==> config.mk <==
export PLATFORM = sky130hd
export DESIGN_NAME = chip8_rom_loader
export DESIGN_NICKNAME = d
export VERILOG_FILES = /design/src/rtl/chip8_rom_loader.sv
export SDC_FILE = /design/constraint.sdc
export NUM_CORES = 1
export LEC_CHECK = 0
export ABC_AREA = 0
export CAP_MARGIN = 20
export CORE_MARGIN = 2
export CORE_UTILIZATION = 35
export DETAILED_ROUTE_END_ITERATION = 8
export SYNTH_ARGS = -nofsm -noshare
export SYNTH_HDL_FRONTEND = slang
export SYNTH_SLANG_ARGS = --single-unit
==> constraint.sdc <==
create_clock -name clk -period 2.8 [get_ports clk]
set_input_delay 0.7 -clock clk [delete_from_list [all_inputs] [get_ports clk]]
set_output_delay 0.7 -clock clk [all_outputs]
set_load 0.01 [all_outputs]
==> src/rtl/chip8_rom_loader.sv <==
// CHIP-8 ROM loader: syncs SCK-domain download writes into clk, writes RAM,
// zero-fills the tail and holds the CPU in reset until the image is ready.
//
// Ports:
//   clk, reset_n                 system clock, async active-low reset
//   dl_downloading, dl_wr        SCK-domain download flag and byte strobe
//   dl_a[11:0], dl_d[7:0]        SCK-domain address/data (stable while dl_wr)
//   ram_we, ram_a, ram_d         single-cycle RAM write port
//   cpu_reset_n                  CPU reset, low while loading
//   loading                      high in LOAD or CLEAR
//   byte_count[12:0]             bytes accepted in current/last download
//   done                         one-clk pulse when the CPU is released
module chip8_rom_loader #(
  parameter logic [11:0] START_ADDR  = 12'h200,
  parameter bit          CLEAR_TAIL  = 1'b1,
  parameter int          SYNC_STAGES = 2
) (
  input  logic        clk,
  input  logic        reset_n,
  input  logic        dl_downloading,
  input  logic        dl_wr,
  input  logic [11:0] dl_a,
  input  logic [7:0]  dl_d,
  output logic        ram_we,
  output logic [11:0] ram_a,
  output logic [7:0]  ram_d,
  output logic        cpu_reset_n,
  output logic        loading,
  output logic [12:0] byte_count,
  output logic        done
);

  typedef enum logic [1:0] {
    S_RUN,
    S_LOAD,
    S_CLEAR
  } state_t;

  state_t state, state_n;

  logic [SYNC_STAGES-1:0] dl_sync;
  logic [SYNC_STAGES-1:0] wr_sync;
  logic                   dl_q;
  logic                   wr_q;
  logic                   dl_s;
  logic                   wr_s;
  logic                   dl_rise;
  logic                   dl_fall;
  logic                   wr_rise;

  logic [12:0] next_addr, next_addr_n;
  logic [11:0] clr_ptr, clr_ptr_n;
  logic [12:0] byte_count_n;
  logic        ram_we_n;
  logic [11:0] ram_a_n;
  logic [7:0]  ram_d_n;
  logic        cpu_reset_n_n;
  logic        loading_n;
  logic        done_n;

  always_ff @(posedge clk or negedge reset_n) begin
    if (!reset_n) begin
      dl_sync <= '0;
      wr_sync <= '0;
      dl_q    <= 1'b0;
      wr_q    <= 1'b0;
    end else begin
      dl_sync <= {dl_sync[SYNC_STAGES-2:0], dl_downloading};
      wr_sync <= {wr_sync[SYNC_STAGES-2:0], dl_wr};
      dl_q    <= dl_sync[SYNC_STAGES-1];
      wr_q    <= wr_sync[SYNC_STAGES-1];
    end
  end

  assign dl_s    = dl_sync[SYNC_STAGES-1];
  assign wr_s    = wr_sync[SYNC_STAGES-1];
  assign dl_rise = dl_s & ~dl_q;
  assign dl_fall = ~dl_s & dl_q;
  assign wr_rise = wr_s & ~wr_q;

  always_ff @(posedge clk or negedge reset_n) begin
    if (!reset_n) begin
      state <= S_RUN;
    end else begin
      state <= state_n;
    end
  end

  always_comb begin
    state_n      = state;
    next_addr_n  = next_addr;
    clr_ptr_n    = clr_ptr;
    byte_count_n = byte_count;
    ram_we_n     = 1'b0;
    ram_a_n      = ram_a;
    ram_d_n      = ram_d;
    unique case (state)
      S_RUN: begin
        if (dl_rise) begin
          state_n      = S_LOAD;
          byte_count_n = '0;
          next_addr_n  = {1'b0, START_ADDR};
        end
      end
      S_LOAD: begin
        if (wr_rise && (dl_a >= START_ADDR)) begin
          ram_we_n    = 1'b1;
          ram_a_n     = dl_a;
          ram_d_n     = dl_d;
          next_addr_n = {1'b0, dl_a} + 13'd1;
          if (byte_count != 13'h1000) begin
            byte_count_n = byte_count + 13'd1;
          end
        end
        // The fall sees next_addr including a write issued on this clk.
        if (dl_fall) begin
          if (CLEAR_TAIL && !next_addr_n[12]) begin
            state_n   = S_CLEAR;
            clr_ptr_n = next_addr_n[11:0];
          end else begin
            state_n = S_RUN;
          end
        end
      end
      S_CLEAR: begin
        if (dl_rise) begin
          state_n      = S_LOAD;
          byte_count_n = '0;
          next_addr_n  = {1'b0, START_ADDR};
        end else begin
          ram_we_n  = 1'b1;
          ram_a_n   = clr_ptr;
          ram_d_n   = 8'h00;
          clr_ptr_n = clr_ptr + 12'd1;
          if (clr_ptr == 12'hFFF) begin
            state_n = S_RUN;
          end
        end
      end
      default: state_n = S_RUN;
    endcase
    cpu_reset_n_n = (state_n == S_RUN);
    loading_n     = (state_n != S_RUN);
    done_n        = (state != S_RUN) && (state_n == S_RUN)
                    && !dl_rise;
  end

  always_ff @(posedge clk or negedge reset_n) begin
    if (!reset_n) begin
      next_addr   <= 13'h0200;
      clr_ptr     <= '0;
      byte_count  <= '0;
      ram_we      <= 1'b0;
      ram_a       <= '0;
      ram_d       <= '0;
      cpu_reset_n <= 1'b0;
      loading     <= 1'b0;
      done        <= 1'b0;
    end else begin
      next_addr   <= next_addr_n;
      clr_ptr     <= clr_ptr_n;
      byte_count  <= byte_count_n;
      ram_we      <= ram_we_n;
      ram_a       <= ram_a_n;
      ram_d       <= ram_d_n;
      cpu_reset_n <= cpu_reset_n_n;
      loading     <= loading_n;
      done        <= done_n;
    end
  end

endmodule

==> qor.csv <==
metric,value,unit
Post-Syn Nets,452,
WL per Instance,15.8,µm
synth unique cells,53,
Slew Limit Fails,0,
top post-synthesis cells by area,"dfrtp_1 (46%), o21ai_0 (6.3%), nand2_1 (5.7%), nand3_1 (4.1%), mux2i_1 (4.0%)",
antenna violations before repair,0,
1st-iter DRT viols,228,
fraction of registers with async set/reset,100,%
pin count of the biggest net entering global routing,31,
PwrDens,1000,nW/µm²
outcome,"complete, no violations",
Die Y,108,µm
n_diodes,0,
H-tree levels,3,
Inserted Clock Buffers,9,
clk slew on worst S/H paths,0.08,ns
final setup violating endpoints,0,
Post-synth EDFFs,0,
TritonRoute pass-1 iters,4,
Startpoint Class,input port,
#FFs+latches synth,70,
crit path time final,2.40,ns
All-Layer GR Usage,18.7,%
synthesis warning total,0,
IO Port Bufs,60,
leakage,2.04,nW
DRC Markers,0,
IO Pins,61,
fin crit share,85.6,%
Synth Instances,419,
first-pass GRT wire length,17100,µm
critical path class,in2reg,
GR Overflow Total,0,
layout cells sized above 1,10.3,%
critical-path maximum fanout,3,
Critical R2R Launch,state[1],
number of global-route vias before repair,3427,
Rel. slew slack,59.9,%
final wirelength,10100,µm
Critical Path RT,3.07,ns
"Top FF cell, synth",dfrtp_1,
Final Hold Fails,0,
Final Instance Count excl. Fillers,641,
mapped cell area,3790,µm²
CTS tree,built,
CP endpoint,done,
routed vias,3419,
Area growth syn-to-layout,30.1,%
worst-skew pair later-pin latency,0.36,ns
RR Endpoint,byte_count[10],
Core Area,10400,µm²
r2r setup slk,0.55,ns
CTS max path bufs,2,
Row Count,37,
Die W,108,µm
fin area,4930,µm²
Reg2Reg Depth,7,
Max VDD drop,435,µV
Max Cap Viol,0,
CP arrival,2.67,ns
unrepaired setup endpoints after global routing,false,
Routed Antenna Nets,0,
share of the synthesized area in the top cell type,45.6,%
final net count,533,
largest area contributor in the netlist,dfrtp_1,
routability congestion estimate from global placement,0.872,
Placed Cells,625,
post-place instance area,4710,µm²
TNS Setup,0,ns
Mean Syn Cell Area,9.04,µm²
"count leader, synth",dfrtp_1,
fmax,417,MHz
sequential share of the synthesized area,46.3,%
Worst setup EP type,flip-flop,
Worst-Margin Slew,0.602,ns
commonest cells in the netlist,"dfrtp_1 (69), nand2_1 (57), o21ai_0 (48), nand3_1 (31), nor2_1 (22)",
initial core utilization,36.3,%
Crit. Startpoint,dl_a[1],
# hold bufs at CTS,0,
Clock Skew,0.00818,ns
crit path cell chain,"clkdlybuf4s50_1, ha_1, nand4_1, nor4_1, buf_4, nor2_1, a41oi_1, nor3b_1",
Critical Path Max Stage Delay,0.48,ns
clock sink count,70,
setup bufs post-CTS,0,
CP max stage cell,clkdlybuf4s50_1,
clock root buffer,clkbuf_8,
vias per std cell,5.33,
Hold WC Path Type,in2async,
Detailed Place HPWL,7510,µm
area of the die,11700,µm²
# resized after CTS,0,
==> where the power goes <==
group / total (mW) / switching (mW) / leakage, nW / internal, mW
Combinational: 2.39 / 1.28 / 1.05 / 1.11
Sequential: 1.66 / 0.282 / 0.888 / 1.37
Clock: 0.903 / 0.403 / 0.106 / 0.500
==> routing by layer <==
| layer | vias up | share of wire, % | track usage, % |
|---|---|---|---|
| met2 | 90 | 46 | 30.2 |
| met5 | - | 0 | 0 |
| met3 | 12 | 4.6 | 3.92 |
| met1 | 1640 | 48 | 25.4 |
| li1 | 1677 | - | - |
| met4 | 0 | 1.3 | 5.31 |
==> layout make-up <==
type	count	area (µm²)
inverter	14	52.6
clock inverter	6	86.3
sequential	70	1750
clock buffer	10	128
timing repair buffer	91	853
multi-input combinational	314	1880
fill	1027	5490
tap	136	170
==> worst max-delay path: cells and delay by family <==
family	cells	cell delay [ns]
AND/OR/NAND/NOR	4	0.82
buffers and inverters	2	0.67
AO/OA/AOI/OAI	1	0.30
adder cells (fa/ha/maj)	1	0.18
==> cell families (layout without fill, tap and decap cells) <==
| kind of cell | after synthesis | in the layout | share of synthesized area [%] |
|---|---|---|---|
| AND/OR/NAND/NOR | 163 | 163 | 21.2 |
| AO/OA/AOI/OAI | 118 | 118 | 19.5 |
| flip-flops | 70 | 70 | 46.3 |
| buffers and inverters | 35 | 121 | 3.93 |
| multiplexers | 16 | 16 | 4.26 |
| adder cells (fa/ha/maj) | 9 | 9 | 2.97 |
| XOR/XNOR | 8 | 8 | 1.85 |
==> state kept, by name (all words and copies together) (netlist names) <==
name	count
clr_ptr	12
ram_a	12
loading	1
done	1
next_addr	13
dl_sync	2
state	2
wr_q	1
dl_q	1
ram_d	8
ram_we	1
wr_sync	2
cpu_reset_n	1
byte_count	13
==> metrics by stage <==
step / util [%] / power [mW] / worst slack, ns / hold WS (ns)
after floorplan: - / 3.12 / 0.560 / 0.331
after global placement: 45.2 / 4.03 / 0.0628 / 0.333
after detailed placement: 45.2 / 4.07 / 0.0459 / 0.340
after CTS: 47.3 / 4.99 / 0.402 / 0.358
after global routing: 47.3 / 5.35 / 0.217 / 0.376
final: 47.3 / 4.94 / 0.403 / 0.346
==> layout by cell type (no fill, tap or decap), types with 3 or more instances in the layout <==
cell	Yosys	final
a22o_1	4	4
nor2_1	22	22
nand2_1	57	57
nand3_1	31	31
clkbuf_8	0	9
dfrtp_1	69	69
nand2b_1	7	7
mux2i_1	15	15
a31oi_1	10	10
a211oi_1	3	3
nand4_1	8	8
o31ai_1	9	9
buf_4	3	29
a21oi_1	20	20
nand3b_1	3	3
clkdlybuf4s50_1	0	59
inv_1	14	14
ha_1	9	9
nor3_1	6	6
xnor2_1	7	7
or3_1	7	7
o21ai_0	48	48
nor2b_1	4	4
==> worst min-delay path by stage <==
stage                         end  slack [ns]  depth (start not counted)
global route           dl_sync[1]        0.38                          0
finish              byte_count[4]        0.35                          1
detailed placement     wr_sync[1]        0.34                          0
floorplan              dl_sync[1]        0.33                          0
CTS                    wr_sync[1]        0.36                          0
global placement       wr_sync[1]        0.33                          0
(Power assumes the default switching activity.)
